### src/rtl/sdram_arbiter.sv
// Front end for the Tang Nano 20k SDRAM controller: 16-bit CPU req/ack bus to 32-bit
// accesses, auto-refresh scheduling and arbitration. SDRAM_ARB_WATCHDOG_EN adds an access watchdog.
module sdram_arbiter #(
  parameter int unsigned REFRESH_CYCLES = 624,
  parameter int unsigned MAX_PENDING    = 3,
  parameter int unsigned URGENT_PENDING = 2,
  parameter int unsigned WDOG_CYCLES    = 63
) (
  input  logic        clk_i,
  input  logic        reset_i,
  input  logic        cpu_req_i,
  input  logic        cpu_we_i,
  input  logic [21:0] cpu_addr_i,
  input  logic        cpu_uds_i,
  input  logic        cpu_lds_i,
  input  logic [15:0] cpu_din_i,
  output logic [15:0] cpu_dout_o,
  output logic        cpu_ack_o,
  input  logic        sdr_ready_i,
  input  logic        sdr_cmd_ready_i,
  input  logic [31:0] sdr_dout_i,
  input  logic        sdr_dout_valid_i,
  output logic        sdr_cs_o,
  output logic        sdr_we_o,
  output logic        sdr_refresh_o,
  output logic [20:0] sdr_addr_o,
  output logic [3:0]  sdr_ds_o,
  output logic [31:0] sdr_din_o,
  output logic        wdog_err_o
);

  typedef enum logic [1:0] {IDLE, ISSUE, WAIT, RELEASE} state_t;

  localparam logic [9:0] RELOAD = 10'(REFRESH_CYCLES - 1);
  localparam logic [1:0] MAX_P  = 2'(MAX_PENDING);
  localparam logic [1:0] URG_P  = 2'(URGENT_PENDING);

  state_t      state;
  logic [9:0]  refresh_cnt;
  logic [1:0]  pending;
  logic        tick;
  logic        grant_refresh;
  logic        grant_cpu;
  logic        is_write;
  logic        is_refresh;
  logic        half_sel;
  logic        armed;
  logic        captured;
  logic [15:0] rd_half;
  logic [15:0] rd_now;
  logic        busy;
  logic        done;
  logic        wdog_fire;

  assign tick   = (refresh_cnt == '0);
  assign rd_now = half_sel ? sdr_dout_i[15:0] : sdr_dout_i[31:16];
  assign busy   = (state == ISSUE) || (state == WAIT);
  // Data strobe and cmd_ready rising together both count toward completion.
  assign done   = (state == WAIT) && sdr_cmd_ready_i &&
                  (is_write || is_refresh || captured || (armed && sdr_dout_valid_i));

  always_comb begin
    grant_refresh = 1'b0;
    grant_cpu     = 1'b0;
    if (state == IDLE && sdr_ready_i && sdr_cmd_ready_i) begin
      if (pending >= URG_P)      grant_refresh = 1'b1;
      else if (cpu_req_i)        grant_cpu     = 1'b1;
      else if (pending != '0)    grant_refresh = 1'b1;
    end
  end

  always_ff @(posedge clk_i) begin
    if (reset_i) begin
      refresh_cnt <= RELOAD;
      pending     <= '0;
    end else begin
      refresh_cnt <= tick ? RELOAD : refresh_cnt - 10'd1;
      if (tick && !grant_refresh) begin
        if (pending < MAX_P) pending <= pending + 2'd1;
      end else if (!tick && grant_refresh) begin
        pending <= pending - 2'd1;
      end
    end
  end

`ifdef SDRAM_ARB_WATCHDOG_EN
  logic [5:0] wdog_cnt;

  assign wdog_fire = busy && !done && (wdog_cnt == 6'(WDOG_CYCLES - 1));

  always_ff @(posedge clk_i) begin
    if (reset_i) begin
      wdog_cnt   <= '0;
      wdog_err_o <= 1'b0;
    end else begin
      wdog_cnt <= busy ? wdog_cnt + 6'd1 : '0;
      if (wdog_fire) wdog_err_o <= 1'b1;
    end
  end
`else
  assign wdog_fire  = 1'b0;
  assign wdog_err_o = 1'b0;
`endif

  always_ff @(posedge clk_i) begin
    if (reset_i) begin
      state         <= IDLE;
      sdr_cs_o      <= 1'b0;
      sdr_we_o      <= 1'b0;
      sdr_refresh_o <= 1'b0;
      sdr_addr_o    <= '0;
      sdr_ds_o      <= '0;
      sdr_din_o     <= '0;
      cpu_ack_o     <= 1'b0;
      cpu_dout_o    <= '0;
      is_write      <= 1'b0;
      is_refresh    <= 1'b0;
      half_sel      <= 1'b0;
      armed         <= 1'b0;
      captured      <= 1'b0;
      rd_half       <= '0;
    end else begin
      case (state)
        IDLE: begin
          armed    <= 1'b0;
          captured <= 1'b0;
          if (grant_refresh) begin
            sdr_cs_o      <= 1'b1;
            sdr_refresh_o <= 1'b1;
            sdr_we_o      <= 1'b0;
            sdr_ds_o      <= '0;
            sdr_addr_o    <= '0;
            sdr_din_o     <= '0;
            is_refresh    <= 1'b1;
            is_write      <= 1'b0;
            state         <= ISSUE;
          end else if (grant_cpu) begin
            sdr_cs_o      <= 1'b1;
            sdr_refresh_o <= 1'b0;
            sdr_we_o      <= cpu_we_i;
            sdr_addr_o    <= cpu_addr_i[21:1];
            sdr_ds_o      <= cpu_addr_i[0] ? {2'b00, cpu_uds_i, cpu_lds_i}
                                           : {cpu_uds_i, cpu_lds_i, 2'b00};
            sdr_din_o     <= {cpu_din_i, cpu_din_i};
            is_refresh    <= 1'b0;
            is_write      <= cpu_we_i;
            half_sel      <= cpu_addr_i[0];
            state         <= ISSUE;
          end
        end
        ISSUE, WAIT: begin
          if (state == WAIT && armed && sdr_dout_valid_i && !captured) begin
            rd_half  <= rd_now;
            captured <= 1'b1;
          end
          if (done) begin
            sdr_cs_o      <= 1'b0;
            sdr_refresh_o <= 1'b0;
            cpu_ack_o     <= !is_refresh;
            cpu_dout_o    <= (is_write || is_refresh) ? '0 : (captured ? rd_half : rd_now);
            state         <= RELEASE;
          end else if (wdog_fire) begin
            sdr_cs_o      <= 1'b0;
            sdr_refresh_o <= 1'b0;
            cpu_ack_o     <= !is_refresh;
            cpu_dout_o    <= is_refresh ? '0 : '1;
            state         <= RELEASE;
          end else if (state == ISSUE && !sdr_cmd_ready_i) begin
            armed <= !is_write && !is_refresh;
            state <= WAIT;
          end
        end
        RELEASE: begin
          cpu_ack_o  <= 1'b0;
          cpu_dout_o <= '0;
          state      <= IDLE;
        end
        default: state <= IDLE;
      endcase
    end
  end

endmodule
### config.mk
export PLATFORM = sky130hd
export DESIGN_NAME = sdram_arbiter
export DESIGN_NICKNAME = d
export VERILOG_FILES = /design/src/rtl/sdram_arbiter.sv
export SDC_FILE = /design/constraint.sdc
export NUM_CORES = 1
export LEC_CHECK = 0
export ABC_AREA = 1
export CAP_MARGIN = 20
export CORE_MARGIN = 2
export CORE_UTILIZATION = 40
export CTS_CLUSTER_SIZE = 16
export DETAILED_ROUTE_END_ITERATION = 8
export HOLD_SLACK_MARGIN = 0.08
export PLACE_DENSITY = 0.76
export SYNTH_ARGS = -nofsm -noshare
export SYNTH_HDL_FRONTEND = slang
export SYNTH_SLANG_ARGS = --single-unit
### constraint.sdc
create_clock -name clk_i -period 1.63 [get_ports clk_i]
set_clock_uncertainty 0.2 [all_clocks]
set_input_delay 0.326 -clock clk_i [delete_from_list [all_inputs] [get_ports clk_i]]
set_output_delay 0.326 -clock clk_i [all_outputs]
set_load 0.005 [all_outputs]
# Word-level counts from Yosys, hierarchy flattened
# Cells that the tools add are included.
# op_classes
eq_ne,10
n_bitwise,1
n_mux,43
n_reduce_logical,39
order_cmp,2
n_addsub,3
# op_table
operator,n
$mux 16,4
$mux 32,2
$mux 21,2
$pmux 16 s2,1
$mux 1,18
$mux 2,7
$logic_and 1x1->1,12
$mux 4,3
$reduce_and 2->1,6
$logic_not 10->1,1
$pmux 1 s2,5
$reduce_bool 2->1,5
$sub 10x1->10 const B,1
$reduce_and 3->1,3
$ne 2x2->1 const B,4
$logic_not 1->1,6
$ne 3x3->1 const B,2
$pmux 2 s3,1
$eq 2x2->1 const B,2
$reduce_or 2->1,2
$logic_or 1x1->1,3
$add 2x1->2 const B,1
$eq 2x1->1 const B,1
$ge 2x2->1 const B,1
other kinds (5),5
# word_totals
inputBits,79
regBits,111
out_inout_bits,78

# Longest topological paths before layout
# depth
ltp_word,9
mapped_depth,10
mapped_depth_nobuf,10

# Least setup slack after synthesis
# OpenSTA, ideal clock, no wires.
# synth_timing
path_kind,register to register
start,reg state[0]
end,reg cpu_dout_o[12]
path_buffers,1
t_required_ns,1.302
setup_time_ns,0.128
t_arrival_ns,1.380
stages_incl_launch_ff,9
slack_ns,-0.077
cell_sequence,dfxtp_1 > inv_1 > ha_1 > inv_1 > nand2_2 > nand2_4 > buf_6 > o21ai_0 > nor2_1
# synth_via
elab_chain_cells,5
# synth_rtl
item,line,text
"start, declared",38,state_t state;
"start signal, assigned",107,state <= IDLE;
"start signal, assigned",136,state <= ISSUE;
"start signal, assigned",148,state <= ISSUE;
$eq 2x2->1,"59, 123",
$logic_and 1x1->1 (2 in a row),59,assign done = (state == WAIT) && sdr_cmd_ready_i &&
$ne 2x2->1 (no source line),--,
$reduce_and 2->1 (no source line),--,
"end signal, assigned",160,cpu_dout_o <= (is_write || is_refresh) ? '0 : (captured ? rd_half : rd_now);
"end signal, assigned",166,cpu_dout_o <= is_refresh ? '0 : '1;
"end, declared",17,"output logic [15:0] cpu_dout_o,"
# Several ways; a longest one is shown, not always the timed one.
# A chain may end at the register's enable or synchronous reset.

# Worst setup path in the final report
# layout_timing
start,reg state[1]
end,reg sdr_din_o[23]
# layout_via
elab_chain_cells,6
# layout_rtl
item,line,text
$logic_not 2->1 (*),"65, 123",
$logic_and 1x1->1 (2 in a row),65,if (state == IDLE && sdr_ready_i && sdr_cmd_ready_i) begin
$mux 1,65,
$reduce_bool 2->1 (no source line),--,
$reduce_and 2->1 (no source line),--,
"end signal, assigned",144,"sdr_din_o <= {cpu_din_i, cpu_din_i};"
"end, declared",28,"output logic [31:0] sdr_din_o,"
# Mark *: on every way between the ends. The rest lies on a longest branch, timed or not.

==> flow_summary.ini <==
[route]
routed_wirelength_um = 12230
drt_iter0_drc = 266
vias = 4420
drt_first_pass_iters = 5
routedWlPerCell_um = 13.80
routed_via_density = 4.989
ant_nets = 0
drc = 0

[floorplanning]
die_y_um = 107.7
num_io_pins = 157
dieWidth_um = 107.7
rows = 37
initial_core_util_pct = 41.47
die-area_sq_um = 11600
design.core.area_sq_um = 10370

[power]
leakage_nw = 2.841
p_int_mw = 4.131
p_total_mw = 6.047
seq_power_share_pct = 42.8
swShare_pct = 31.68
p_sw_mw = 1.916
power_frac_clock_pct = 26.2
combPwrFrac_pct = 31.0
powerDensity_nw_per_um2 = 916.5
vdd.ir_drop.worst_mv = 0.5233

[cells_and_area]
mostFrequentLayoutCells = nand2_1, a21oi_1, clkdlybuf4s50_1
final_common_cell = nand2_1
area_growth_pct = 53.42
nets = 829
fin_area_sq_um = 6598
drive_gt1_share_pct = 22.27
antenna_cells = 0

[outcome]
failed_checks = negative setup slack
status = complete, but fails checks

[critical_path]
cp-end-kind = flop
cp_max_fo = 17
start_kind = flop
crit_arrival_ns = 1.75
cp_cell_sequence = inv_4, ha_4, nand3_4, inv_2, nand2_4, inv_6, nor2_8, buf_12, nand2_1, a21oi_1
crit_family = simple AND/OR/NAND/NOR gates
cpPeakStageDelay_ns = 0.37
timing_worst_setup_path_type = reg -> reg
critPathBufInv = 4
cp_slowest_cell = dfxtp_2
worstPathRequired_ns = 1.72

[grt]
antenna_found_initial = 0
grtUsageTotal_pct = 19.85
grt-ovfl-total = 0
grt_first_pass_wirelength_um = 18550
grt_max_degree = 60
grt_pass1_vias = 3993

[place]
post-dp-hpwl_um = 8286
io_buffers = 155
gp_congestion = 0.8426
placed_area_sq_um = 5991

[logic_synthesis]
avgSynthCellArea_sq_um = 7.466
mappedNetlistArea_sq_um = 4300
syn_nets = 660
synth-seq-cells = 95
synth_cells = 576
synth_cell_types = 31
seq_area_frac_synth_pct = 44.22
yosysWarningCount = 0

[cts]
htreeDepth = 3
clk-insertion-delay-late_ns = 0.37
cts_num_sinks = 95
clk_path_buf_depth = 2
cts-buffers-inserted = 9
cts_tree = done
cts.reportedPaths.clkPinSlew_ns = 0.09
cts_root_buf = clkbuf_8
hold_buffers = 0

[timing]
setup_slack_ns = -0.02778
setup_viol = 20
finalMaxSlewViolations = 0
period_share_pct = 101.7
post-route-min-period_ns = 1.658
rsz0062_at_grt = true
fmax_ghz = 0.6032
hold_violations = 0

[min_path]
hp-class = in -> reg

[run]
maxCapViolCount = 0
state kept, by name, indices dropped and copies added, names as in the netlist:
register,count
sdr_addr_o,21
sdr_ds_o,4
refresh_cnt,10
sdr_din_o,16
armed,1
rd_half,16
captured,1
pending,2
sdr_cs_o,1
sdr_refresh_o,1
is_refresh,1
cpu_ack_o,1
cpu_dout_o,16
half_sel,1
state,2
is_write,1
layer usage:
layer,global-route usage (%),up-vias,wire length (um)
met5,0,-,0
met4,6.960,0,256
met1,23.95,2051,5064
li1,-,2185,-
met3,5.448,28,820
met2,33.83,156,6085
kinds of logic after synthesis:
group	share of synthesized area, %
other cells	0.08720
flops	44.22
compound gates	18.45
xor+xnor	0.8148
simple gates	21.88
fa+ha+maj	1.455
buf+inv	13.09
per-stage QoR:
stage | hold WS [ns] | setup WS [ns] | std cells | util, % | TNS, ns
after floorplan | 0.1654 | 0.04645 | 576 | - | 0
after global placement | 0.1735 | -0.2491 | 847 | 57.77 | -16.74
after detailed placement | 0.1927 | -0.3039 | 847 | 57.77 | -20.94
after CTS | 0.2151 | 0.005864 | 879 | 60.82 | 0
after global routing | 0.2107 | -0.1108 | 886 | 63.62 | -4.553
final | 0.1894 | -0.02778 | 886 | 63.62 | -0.2239
Yosys cell counts, drive strengths merged:
library cell / n / area share (%)
nand2: 124 / 11
a21oi: 98 / 12
dfxtp: 95 / 44
o21ai: 56 / 6.5
inv: 55 / 5.0
nand3: 42 / 5.5
nor2: 38 / 3.9
buf: 37 / 7.2
clkbuf: 11 / 0.96
ha: 5 / 1.5
or2: 4 / 0.58
nand4: 3 / 0.44
xor2: 3 / 0.61
nor3: 2 / 0.23
conb: 1 / 0.087
o21bai: 1 / 0.17
xnor2: 1 / 0.20
power by group through the flow:
stage | sequential [mW] | clock [mW] | combinational [mW]
2_1_floorplan | 2.61 | 0 | 0.893
3_3_place_gp | 2.61 | 0 | 1.59
3_5_place_dp | 2.61 | 0 | 1.63
4_1_cts | 2.57 | 1.61 | 1.64
5_1_grt | 2.61 | 1.72 | 2.04
6_report | 2.59 | 1.58 | 1.88
tightest hold or removal path: stages:
cell	delay (ns)
buf_2	0.11
inv_1	0.09
nand2_2	0.13
a21oi_1	0.05
final timing paths:
path / from / to / slack [ns] / depth (start not counted)
worst max-delay path: state[1]$_SDFFE_PP0P_ / sdr_din_o[23]$_SDFFE_PP0P_ / -0.03 / 10
worst min-delay path: reset_i / refresh_cnt[7]$_SDFF_PP0_ / 0.19 / 4
worst max register to register: state[1]$_SDFFE_PP0P_ / sdr_din_o[23]$_SDFFE_PP0P_ / -0.03 / 10
worst min register to register: refresh_cnt[0]$_SDFF_PP1_ / refresh_cnt[0]$_SDFF_PP1_ / 0.21 / 1
final cells by class:
type                    instances  area [sq um]
clock buffers                  10         127.6
clock inverters                 6         70.07
fillers                       912          3772
inverters                      55         226.5
multi-input cells             378          2049
flip-flops and latches         95          1948
well taps                     136         170.2
repair buffers                206          2006
what timing repair did:
action,CTS,global route
endpoints found under the setup margin,150,91
pin swaps,3,11
cloned,0,2
gates resized for setup,132,63
setup buffers,16,5
No activity file was read; power rests on OpenSTA's default activity.
